## config.mk

```make
export PLATFORM = sky130hd
export DESIGN_NAME = sort_seq
export DESIGN_NICKNAME = d
export VERILOG_FILES = /design/src/rtl/sort_seq.sv
export SDC_FILE = /design/constraint.sdc
export NUM_CORES = 1
export LEC_CHECK = 0
export BUFFER_PORTS_ARGS = -buffer_cell sky130_fd_sc_hd__buf_2
export CORE_UTILIZATION = 30
export CTS_BUF_LIST = sky130_fd_sc_hd__clkbuf_4
export CTS_CLUSTER_DIAMETER = 100
export DETAILED_ROUTE_END_ITERATION = 8
export SYNTH_ARGS = -nofsm -noshare
export SYNTH_HDL_FRONTEND = slang
export SYNTH_SLANG_ARGS = --single-unit
```

## constraint.sdc

```tcl
create_clock -name clk -period 10.9 [get_ports clk]
set_input_delay 1.09 -clock clk [delete_from_list [all_inputs] [get_ports clk]]
set_output_delay 1.09 -clock clk [all_outputs]
set_load 0.03 [all_outputs]
```

## src/rtl/sort_seq.sv

```systemverilog
// Batch sequencer: loads N words, bubble-sorts them ascending through one shared
// comparator, then streams them out. Define SORT_SEQ_EARLY_EXIT_EN to stop after a swap-free pass.

module sort_seq_cmp #(
    parameter int W = 4
) (
    input  logic [W-1:0] a,
    input  logic [W-1:0] b,
    output logic         lt,
    output logic         gt,
    output logic         eq
);

    always_comb begin
        lt = (a < b);
        gt = (a > b);
        eq = (a == b);
    end

endmodule

module sort_seq #(
    parameter int N = 8,
    parameter int W = 4
) (
    input  logic                 clk,
    input  logic                 rst_n,
    input  logic                 in_valid,
    input  logic [W-1:0]         in_data,
    output logic                 in_ready,
    output logic                 out_valid,
    output logic [W-1:0]         out_data,
    input  logic                 out_ready,
    output logic                 busy,
    output logic                 done,
    output logic [$clog2(N)-1:0] pass_cnt
);

    localparam int IW = $clog2(N);
    localparam logic [IW-1:0] LAST_IDX  = IW'(N - 1);
    localparam logic [IW-1:0] LAST_PASS = IW'(N - 2);

    typedef enum logic [1:0] {
        LOAD,
        SORT,
        DRAIN
    } state_t;

    state_t        state_q, state_d;
    logic [W-1:0]  mem_q [N];
    logic [W-1:0]  mem_d [N];
    logic [IW-1:0] wr_idx_q, wr_idx_d;
    logic [IW-1:0] rd_idx_q, rd_idx_d;
    logic [IW-1:0] j_q, j_d;
    logic [IW-1:0] p_q, p_d;
    logic [IW-1:0] pass_cnt_q, pass_cnt_d;
    logic          in_ready_q, in_ready_d;
    logic          out_valid_q, out_valid_d;
    logic [W-1:0]  out_data_q, out_data_d;
    logic          busy_q, busy_d;
    logic          done_q, done_d;
`ifdef SORT_SEQ_EARLY_EXIT_EN
    logic          swap_q, swap_d;
`endif

    logic          cmp_lt, cmp_gt, cmp_eq;
    logic          do_swap;
    logic          pass_end;
    logic          sort_end;
    logic [IW-1:0] last_j;
    logic [IW-1:0] j_next_idx;

    assign j_next_idx = j_q + IW'(1);

    sort_seq_cmp #(.W(W)) u_cmp (
        .a  (mem_q[j_q]),
        .b  (mem_q[j_next_idx]),
        .lt (cmp_lt),
        .gt (cmp_gt),
        .eq (cmp_eq)
    );

    always_comb begin
        state_d     = state_q;
        mem_d       = mem_q;
        wr_idx_d    = wr_idx_q;
        rd_idx_d    = rd_idx_q;
        j_d         = j_q;
        p_d         = p_q;
        pass_cnt_d  = pass_cnt_q;
        in_ready_d  = in_ready_q;
        out_valid_d = out_valid_q;
        out_data_d  = out_data_q;
        busy_d      = busy_q;
        done_d      = 1'b0;
`ifdef SORT_SEQ_EARLY_EXIT_EN
        swap_d      = swap_q;
`endif
        // Equal keys never swap, which keeps the sort stable.
        do_swap     = cmp_gt && !(cmp_lt || cmp_eq);
        last_j      = LAST_PASS - p_q;
        pass_end    = 1'b0;
        sort_end    = 1'b0;

        case (state_q)
            LOAD: begin
                if (in_valid && in_ready_q) begin
                    mem_d[wr_idx_q] = in_data;
                    wr_idx_d        = wr_idx_q + IW'(1);
                    if (wr_idx_q == '0) begin
                        pass_cnt_d = '0;
                    end
                    if (wr_idx_q == LAST_IDX) begin
                        state_d    = SORT;
                        wr_idx_d   = '0;
                        j_d        = '0;
                        p_d        = '0;
                        in_ready_d = 1'b0;
                        busy_d     = 1'b1;
`ifdef SORT_SEQ_EARLY_EXIT_EN
                        swap_d     = 1'b0;
`endif
                    end
                end
            end

            SORT: begin
                if (do_swap) begin
                    mem_d[j_q]        = mem_q[j_next_idx];
                    mem_d[j_next_idx] = mem_q[j_q];
                end
`ifdef SORT_SEQ_EARLY_EXIT_EN
                swap_d = swap_q || do_swap;
`endif
                pass_end = (j_q == last_j);
                if (pass_end) begin
                    p_d        = p_q + IW'(1);
                    pass_cnt_d = p_q + IW'(1);
                    j_d        = '0;
`ifdef SORT_SEQ_EARLY_EXIT_EN
                    swap_d     = 1'b0;
                    sort_end   = (p_q == LAST_PASS) || !(swap_q || do_swap);
`else
                    sort_end   = (p_q == LAST_PASS);
`endif
                end else begin
                    j_d = j_next_idx;
                end
                // The first output word reflects this cycle's swap as well.
                if (sort_end) begin
                    state_d     = DRAIN;
                    busy_d      = 1'b0;
                    done_d      = 1'b1;
                    out_valid_d = 1'b1;
                    out_data_d  = mem_d[0];
                    rd_idx_d    = '0;
                end
            end

            DRAIN: begin
                if (out_valid_q && out_ready) begin
                    if (rd_idx_q == LAST_IDX) begin
                        state_d     = LOAD;
                        out_valid_d = 1'b0;
                        in_ready_d  = 1'b1;
                        rd_idx_d    = '0;
                        wr_idx_d    = '0;
                    end else begin
                        rd_idx_d   = rd_idx_q + IW'(1);
                        out_data_d = mem_q[rd_idx_q + IW'(1)];
                    end
                end
            end

            default: begin
                state_d = LOAD;
            end
        endcase
    end

    always_ff @(posedge clk) begin
        if (!rst_n) begin
            state_q     <= LOAD;
            wr_idx_q    <= '0;
            rd_idx_q    <= '0;
            j_q         <= '0;
            p_q         <= '0;
            pass_cnt_q  <= '0;
            in_ready_q  <= 1'b1;
            out_valid_q <= 1'b0;
            out_data_q  <= '0;
            busy_q      <= 1'b0;
            done_q      <= 1'b0;
`ifdef SORT_SEQ_EARLY_EXIT_EN
            swap_q      <= 1'b0;
`endif
        end else begin
            state_q     <= state_d;
            wr_idx_q    <= wr_idx_d;
            rd_idx_q    <= rd_idx_d;
            j_q         <= j_d;
            p_q         <= p_d;
            pass_cnt_q  <= pass_cnt_d;
            in_ready_q  <= in_ready_d;
            out_valid_q <= out_valid_d;
            out_data_q  <= out_data_d;
            busy_q      <= busy_d;
            done_q      <= done_d;
`ifdef SORT_SEQ_EARLY_EXIT_EN
            swap_q      <= swap_d;
`endif
        end
        mem_q <= mem_d;
    end

    assign in_ready  = in_ready_q;
    assign out_valid = out_valid_q;
    assign out_data  = out_data_q;
    assign busy      = busy_q;
    assign done      = done_q;
    assign pass_cnt  = pass_cnt_q;

endmodule
```

# == Word-level counts from Yosys, hierarchy flattened ==
# Index checks and enable logic that the tools add are counted.
# word_totals
regBits,57
inputBits,8
wordCells,144
# classes
addsub,5
n_lt_le_gt_ge,9
eq_ne,16
n_mux,65
bitwise_logic,4
reduce_logical,26
# op_table
op,count
$bwmux W32,3
$mux W32,2
$pmux W32 S2,1
$mux W4,12
$mux W3,13
$bmux W4 S3,3
$demux W4 S3,3
$pmux W3 S2,5
$reduce_and A4 Y1,6
$ne A2 B2 Y1 const B,9
$ge A4 B4 Y1 const B,4
$not A3 Y4,4
$mux W1,13
$add A3 B1 Y3 const B,4
$lt A4 B1 Y1 const B,3
$mux W2,5
$reduce_and A5 Y1,2
$eq A3 B3 Y1 const B,3
$reduce_and A3 Y1,3
$pmux W4 S2,1
$logic_and A1 B1 Y1,6
$pmux W1 S2,3
$pmux W2 S3,1
$reduce_bool A2 Y1,3
12 further kinds,13

# == Depth between registers and ports, before layout ==
# Gate-level depths: netlist of the first run.
# depth
depth_word,12
mapped_depth,16
depth_no_buf,11

# == Hierarchy ==
# A second synthesis of the first run with hierarchy kept.
# hier_totals
cells_unflattened,445
area_unflattened_um2,4280.4
# by_module_without_submodules
module,instances,cells_per_inst,area_each_um2,seq_area_each_um2
sort_seq,1,429,4151.5,1461.4
sort_seq_cmp,1,16,128.9,0.0

# == Worst setup path before layout of the first run ==
# No wires, ideal clock.
# synth_timing
path_kind,flip-flop to flip-flop
start,register j_q[0]
end,"register mem_q[16] (netlist bit), enable pin"
setup_ns,0.372
arrival_time_ns,3.510
t_required_ns,10.528
setup_slack_ns,7.018
path_stages_with_launch,12
path_buffers,2
period_less_slack_ns,3.882
cell_sequence,dfxtp_1 -> ha_1 -> buf_4 -> xnor2_2 -> mux4_2 -> mux2i_4 -> ha_1 -> a21oi_1 -> a211o_1 -> buf_1 -> nor3_1 -> a211oi_1
# synth_between
elab_chain_len,11
word_cells_on_any_way,17
cone_classes,1 x add/sub; 2 x order compare; 2 x eq/ne; 6 x mux; 2 x bitwise; 4 x reduce/logical
# synth_rtl
item,line_no,rtl
from (decl),54,"logic [IW-1:0] j_q, j_d;"
from (signal assigned),201,j_q <= j_d;
$add A3 B1 Y3,73,assign j_next_idx = j_q + IW'(1);
$not A3 Y4 (not written as such),77,".b (mem_q[j_next_idx]),"
$bmux W4 S3,77,
$mux W4 (not written as such) (2 in series),77,
$lt A4 B4 Y1 / $eq A4 B4 Y1 (equally long branches),"15, 17",
$logic_or A1 B1 Y1,100,do_swap = cmp_gt && !(cmp_lt || cmp_eq);
$logic_not A1 Y1,100,
$logic_and A1 B1 Y1 *,100,
$ne A2 B2 Y1 (no line) *,--,
$reduce_and A3 Y1 (no line) *,--,
to (signal assigned),213,mem_q <= mem_d;
to (decl),50,logic [W-1:0] mem_q [N];
# Every way passes the cells marked *; elsewhere a longest branch is shown, timed or not. The select of a mux whose other input is x is not followed.
# A chain may end at the register's enable or synchronous reset.

# == Worst setup path after layout of the first run ==
# layout_timing
start,register j_q[1]
end,"register mem_q[7] (netlist bit), enable pin"
# Same word-level chain as after synthesis.

==> results of run 1 <==
[state kept, by name (all words and copies together), names as in the netlist]
name,cells
busy,1
rd_idx_q,3
wr_idx_q,3
done,1
out_valid,1
in_ready,1
out_data,4
state_q,2
p_q,3
pass_cnt,3
mem_q,32
j_q,3
[stage by stage]
step | power, mW | hold slack [ps]
3_3_place_gp | 0.285 | 466
6_report | 0.421 | 491
3_5_place_dp | 0.285 | 482
2_1_floorplan | 0.269 | 456
5_1_grt | 0.438 | 551
4_1_cts | 0.422 | 497
[layer usage]
| metal | vias up | track usage [%] | share of wire [%] |
|---|---|---|---|
| li1 | 1722 | - | - |
| met1 | 1810 | 26.2 | 43 |
| met2 | 192 | 28.0 | 44 |
| met3 | 29 | 3.49 | 9.4 |
| met4 | 0 | 9.18 | 3.4 |
| met5 | - | 1.84 | 0 |
[power breakdown]
part | switching, mW | internal, mW | total, mW
Sequential | 0.00506 | 0.229 | 0.234
Clock | 0.0929 | 0.0462 | 0.139
Combinational | 0.0306 | 0.0174 | 0.0480
Total | 0.129 | 0.293 | 0.421
[layout by cell type, fill, tap and decap left out, types with 3 or more instances in the layout]
master | Yosys | layout
nor2b_1 | 16 | 16
xor2_1 | 3 | 3
nand3b_1 | 3 | 3
o22ai_1 | 30 | 30
mux4_2 | 16 | 16
inv_1 | 10 | 10
edfxtp_1 | 32 | 32
ha_1 | 12 | 12
nand3_1 | 15 | 15
nand4b_1 | 3 | 3
a211oi_1 | 8 | 8
a22oi_1 | 7 | 7
nand2_1 | 51 | 51
clkbuf_4 | 0 | 9
dfxtp_1 | 25 | 25
a31oi_1 | 5 | 5
mux2i_1 | 15 | 15
o221ai_1 | 3 | 3
nor3_1 | 19 | 19
o21ai_0 | 15 | 15
nor2_1 | 37 | 37
a21oi_1 | 25 | 25
mux2_2 | 4 | 4
or3_1 | 5 | 5
o21ai_1 | 4 | 4
buf_4 | 4 | 5
buf_2 | 5 | 18
a21boi_0 | 7 | 7
nand2b_1 | 8 | 8
[area by class of cell]
class | instances | area (µm²)
Tap cell | 180 | 225
Sequential cell | 57 | 1460
Clock buffer | 9 | 67.6
Clock inverter | 7 | 46.3
Inverter | 10 | 37.5
Timing Repair Buffer | 23 | 128
Fill cell | 1432 | 9300
Multi-Input combinational cell | 353 | 2560
[worst min-delay path by stage]
stage | start | end | slack [ps] | cells after the start
3_3_place_gp | rd_idx_q[1] | rd_idx_q[1] | 470 | 2
6_report | rd_idx_q[2] | rd_idx_q[2] | 490 | 2
3_5_place_dp | rd_idx_q[1] | rd_idx_q[1] | 480 | 2
4_1_cts | rd_idx_q[2] | rd_idx_q[2] | 500 | 2
2_1_floorplan | rd_idx_q[1] | rd_idx_q[1] | 460 | 2
5_1_grt | out_data[2] | out_data[2] | 550 | 2
[cells by family after synthesis]
| group | count (synthesis) | share of synthesized area (%) |
|---|---|---|
| AO/OA/AOI/OAI | 122 | 18.8 |
| XOR/XNOR | 7 | 2.39 |
| adder cells (fa/ha/maj) | 12 | 3.54 |
| buffers and inverters | 43 | 5.02 |
| flip-flops | 57 | 34.5 |
| multiplexers | 39 | 15.4 |
| AND/OR/NAND/NOR | 173 | 20.4 |
[critical path, stage by stage (launching register included)]
cell and delay (ps):
dfxtp_1 960, ha_1 520, mux4_2 560, mux2i_1 730, ha_1 390, and2b_2 190, o211ai_1 410, a211o_1 710
nor2_1 110, a211oi_1 570
==> flow_summary.ini, run 1 <==
[logic_synthesis]
synth_common_cells = nand2_1, nor2_1, edfxtp_1
async_flop_share_pct = 0
yosys-top-cells-area = edfxtp_1, dfxtp_1, mux4_2, nand2_1, o22ai_1
synth_top_area_share_pct = 22.7
synth_cell_types = 67
yosys.area.top_type = edfxtp_1
synth.net_count = 473
yosysSeqAreaShare_pct = 34.5
synth_edf_count = 32
syn_avg_cell_area_um2 = 9.35
synth_cells = 453
synth_flop_cell = edfxtp_1
synth-seq-cells = 57
synth_most_common_cell = nand2_1
ys.warnings.count = 0
synthesis.area_mm2 = 0.00424

[global_routing]
grt_pass1_vias = 3518
grt_pass1_wl_mm = 20.5
grt_overflow = 0
grt_start_max_net_pins = 45
antenna_found_initial = 0
grt.total_usage_pct = 18.9

[setup_path]
worstSetupStartpointType = flop
crit_required_ps = 10970
crit_end = mem_q[7]
r2r_end = mem_q[7]
r2r-start = j_q[1]
critPathKind = flop to flop
reg2regPathDepth = 9
path_max_fanout = 24
startpoint = j_q[1]
crit_arrival_ps = 5580
end_kind = flop
rrSetupSlack_ps = 5390

[drt]
first_pass_iters = 5
via_per_inst = 5.87
drt_iter0_drc = 438
drc_errors = 0
route.antenna.remaining_nets = 0
postRouteWirelength_mm = 13.2
vias = 3753
avgRoutedWirePerCell_um = 20.7

[clocking]
post_cts_buffers = 0
cts_root_buffer = clkbuf_4
cts_resized = 0
cts-htree-levels = 3
cts_sinks = 57
clk_pin_slew_ps = 110
cts_buffers = 9
cts_tree = built
hold_buffers = 0
clk_latency_ps = 430
cts_buffer_depth = 2

[placement]
place_area_mm2 = 0.00441
gp_congestion = 0.948
portBuffers = 18
place.detailed.hpwl_mm = 9.73
placed_cells = 623
post-place-ws_ps = 5500

[die]
start_util_pct = 30.6
rows = 43
dieArea_mm2 = 0.0146
core_mm2 = 0.0138
io_pins = 19
fp.dieW_um = 121
die_h_um = 121

[sta]
fmax_ghz = 0.181
slew_headroom_pct = 37.8
hold_viol_final = 0
finalCriticalPeriod_ps = 5510
drv_slew = 0
setup-violations-final = 0
tightest_slew_ps = 907
skew_ps = 15.5
fin_setup_tns_ps = 0
fin_crit_sh_pct = 50.6
rsz0062_at_grt = no
setup_ws_ps = 5390

[cells_and_area]
final_area_mm2 = 0.00453
fin_cells = 639
fin_util_pct = 32.7
fin_nets = 474
syn_to_final_growth_pct = 6.88
n_antenna_cell = 0
drive_gt1_share_pct = 15.7

[power]
power.density_mw_per_mm2 = 93.1
ir_worst_vdd_uv = 43.1
p_leak_nw = 1.49

[min_path]
hp-class = flop to flop

[job]
cap_violations = 0

[outcome]
status = completed
No activity file was read; power rests on OpenSTA's default activity.
==> run 2, diff against run 1 <==
==> constraint.sdc (replaced) <==
create_clock -name clk -period 5.59 [get_ports clk]
set_input_delay 0.559 -clock clk [delete_from_list [all_inputs] [get_ports clk]]
set_output_delay 0.559 -clock clk [all_outputs]
set_load 0.03 [all_outputs]
==> flow_summary.ini, run 2 (synthesis results as in run 1) <==
[die]
io_pins = 19
fp.dieW_um = 121
dieArea_mm2 = 0.0146
rows = 43
core_mm2 = 0.0138
die_h_um = 121
start_util_pct = 30.6

[setup_path]
cp_slowest_cell = dfxtp_1
max_stage_delay_ps = 810
path_max_fanout = 24
cp.depth = 9
startpoint = j_q[2]
reg2regPathDepth = 9
end_kind = flop
path_cells = buf_4 -> xor2_4 -> mux4_1 -> mux2i_4 -> ha_1 -> o211ai_1 -> a211o_1 -> nor3_1 -> a211oi_1
crit_family = compound AO/OA/AOI/OAI gates
crit_end = mem_q[19]
r2r_end = mem_q[19]
rrSetupSlack_ps = 760
crit_required_ps = 5680
crit_arrival_ps = 4920
critPathBufInv = 1
worstSetupStartpointType = flop
r2r-start = j_q[2]
critPathKind = flop to flop

[sta]
hold_viol_final = 0
skew_ps = 17.5
fin_setup_tns_ps = 0
fin_crit_sh_pct = 86.4
finalCriticalPeriod_ps = 4830
fmax_ghz = 0.207
slew_headroom_pct = 45.4
drv_slew = 0
rsz0062_at_grt = no
setup-violations-final = 0
tightest_slew_ps = 816

[placement]
placed_cells = 626
place.detailed.hpwl_mm = 9.58
gp_congestion = 0.954
portBuffers = 18

[cells_and_area]
fin_util_pct = 33.2
largest-register = mem_q
most-common-layout-cells = nand2_1, nor2_1, edfxtp_1
fin_nets = 477
syn_to_final_growth_pct = 8.39
largest_reg_flops = 32
final_common_cell = nand2_1
fin_cells = 643
drive_gt1_share_pct = 16.0

[clocking]
hold_buffers = 0
clk_pin_slew_ps = 110
cts_sinks = 57
cts_buffers = 9
clk_latency_ps = 440
post_cts_buffers = 0
cts_buffer_depth = 2
cts-htree-levels = 3
cts_root_buffer = clkbuf_4
cts_resized = 0
cts_tree = built

[drt]
drt_iter0_drc = 434
first_pass_iters = 5
vias = 3856
postRouteWirelength_mm = 13.3
via_per_inst = 6.00
route.antenna.remaining_nets = 0
drc_errors = 0
avgRoutedWirePerCell_um = 20.6

[power]
p_sw_mw = 0.241
ir_worst_vdd_uv = 72.3
p_leak_nw = 1.53
power.share.combinational_pct = 10.4
power_frac_seq_pct = 50.5
power.density_mw_per_mm2 = 196
clkPwrFrac_pct = 39.1
power.internal_mw = 0.658
swShare_pct = 26.8

[job]
cap_violations = 0

[outcome]
status = completed

[global_routing]
antenna_found_initial = 1
grt_start_max_net_pins = 44
grt.total_usage_pct = 19.0
grt_overflow = 0
grt_pass1_vias = 3486
grt_pass1_wl_mm = 20.5

[min_path]
hp-class = primary input to flop
==> run 2: worst register-to-register path: stages (launching register included) <==
cell and delay [ps]:
dfxtp_1 810, buf_4 310, xor2_4 320, mux4_1 650, mux2i_4 350, ha_1 320, o211ai_1 260, a211o_1 730
nor3_1 160, a211oi_1 580
==> run 2: per-stage QoR <==
stage	total power [mW]	hold WS (ps)	instance area, µm²	setup slack, ps
2_1_floorplan	0.525	456	4240	1710
3_3_place_gp	0.554	466	4440	1060
3_5_place_dp	0.555	478	4440	799
4_1_cts	0.902	412	4590	792
5_1_grt	0.933	419	4590	470
6_report	0.900	420	4590	758
==> run 2: layout make-up <==
cell class	instances	area (µm²)
inverters	10	37.5
well taps	180	225
multi-input cells	353	2560
flip-flops and latches	57	1460
clock buffers	9	67.6
repair buffers	26	150
clock inverters	7	85.1
diodes	1	2.50
fillers	1394	9240
==> run 2: per-layer routing <==
layer | global-route usage [%] | part of all wire (%) | up-vias
met3 | 3.58 | 8.6 | 38
met2 | 29.3 | 46 | 204
met5 | 0 | 0 | -
met1 | 25.7 | 42 | 1881
li1 | - | - | 1733
met4 | 8.64 | 3.2 | 0
==> run 2: power by group through the flow <==
stage / sequential [mW] / combinational, mW / clock, mW
floorplan: 0.460 / 0.0652 / 0
global placement: 0.464 / 0.0907 / 0
finish: 0.454 / 0.0937 / 0.352
CTS: 0.454 / 0.0918 / 0.356
detailed placement: 0.464 / 0.0913 / 0
global route: 0.455 / 0.101 / 0.377
==> run 2: worst min path at each step <==
stage / start / end / slack [ps] / cells past startpoint
after global routing: in_data[2] / mem_q[2] / 420 / 3
after detailed placement: rd_idx_q[1] / rd_idx_q[1] / 480 / 2
final: in_data[2] / mem_q[2] / 420 / 3
after CTS: in_data[2] / mem_q[2] / 410 / 3
after global placement: rd_idx_q[1] / rd_idx_q[1] / 470 / 2
after floorplan: rd_idx_q[1] / rd_idx_q[1] / 460 / 2
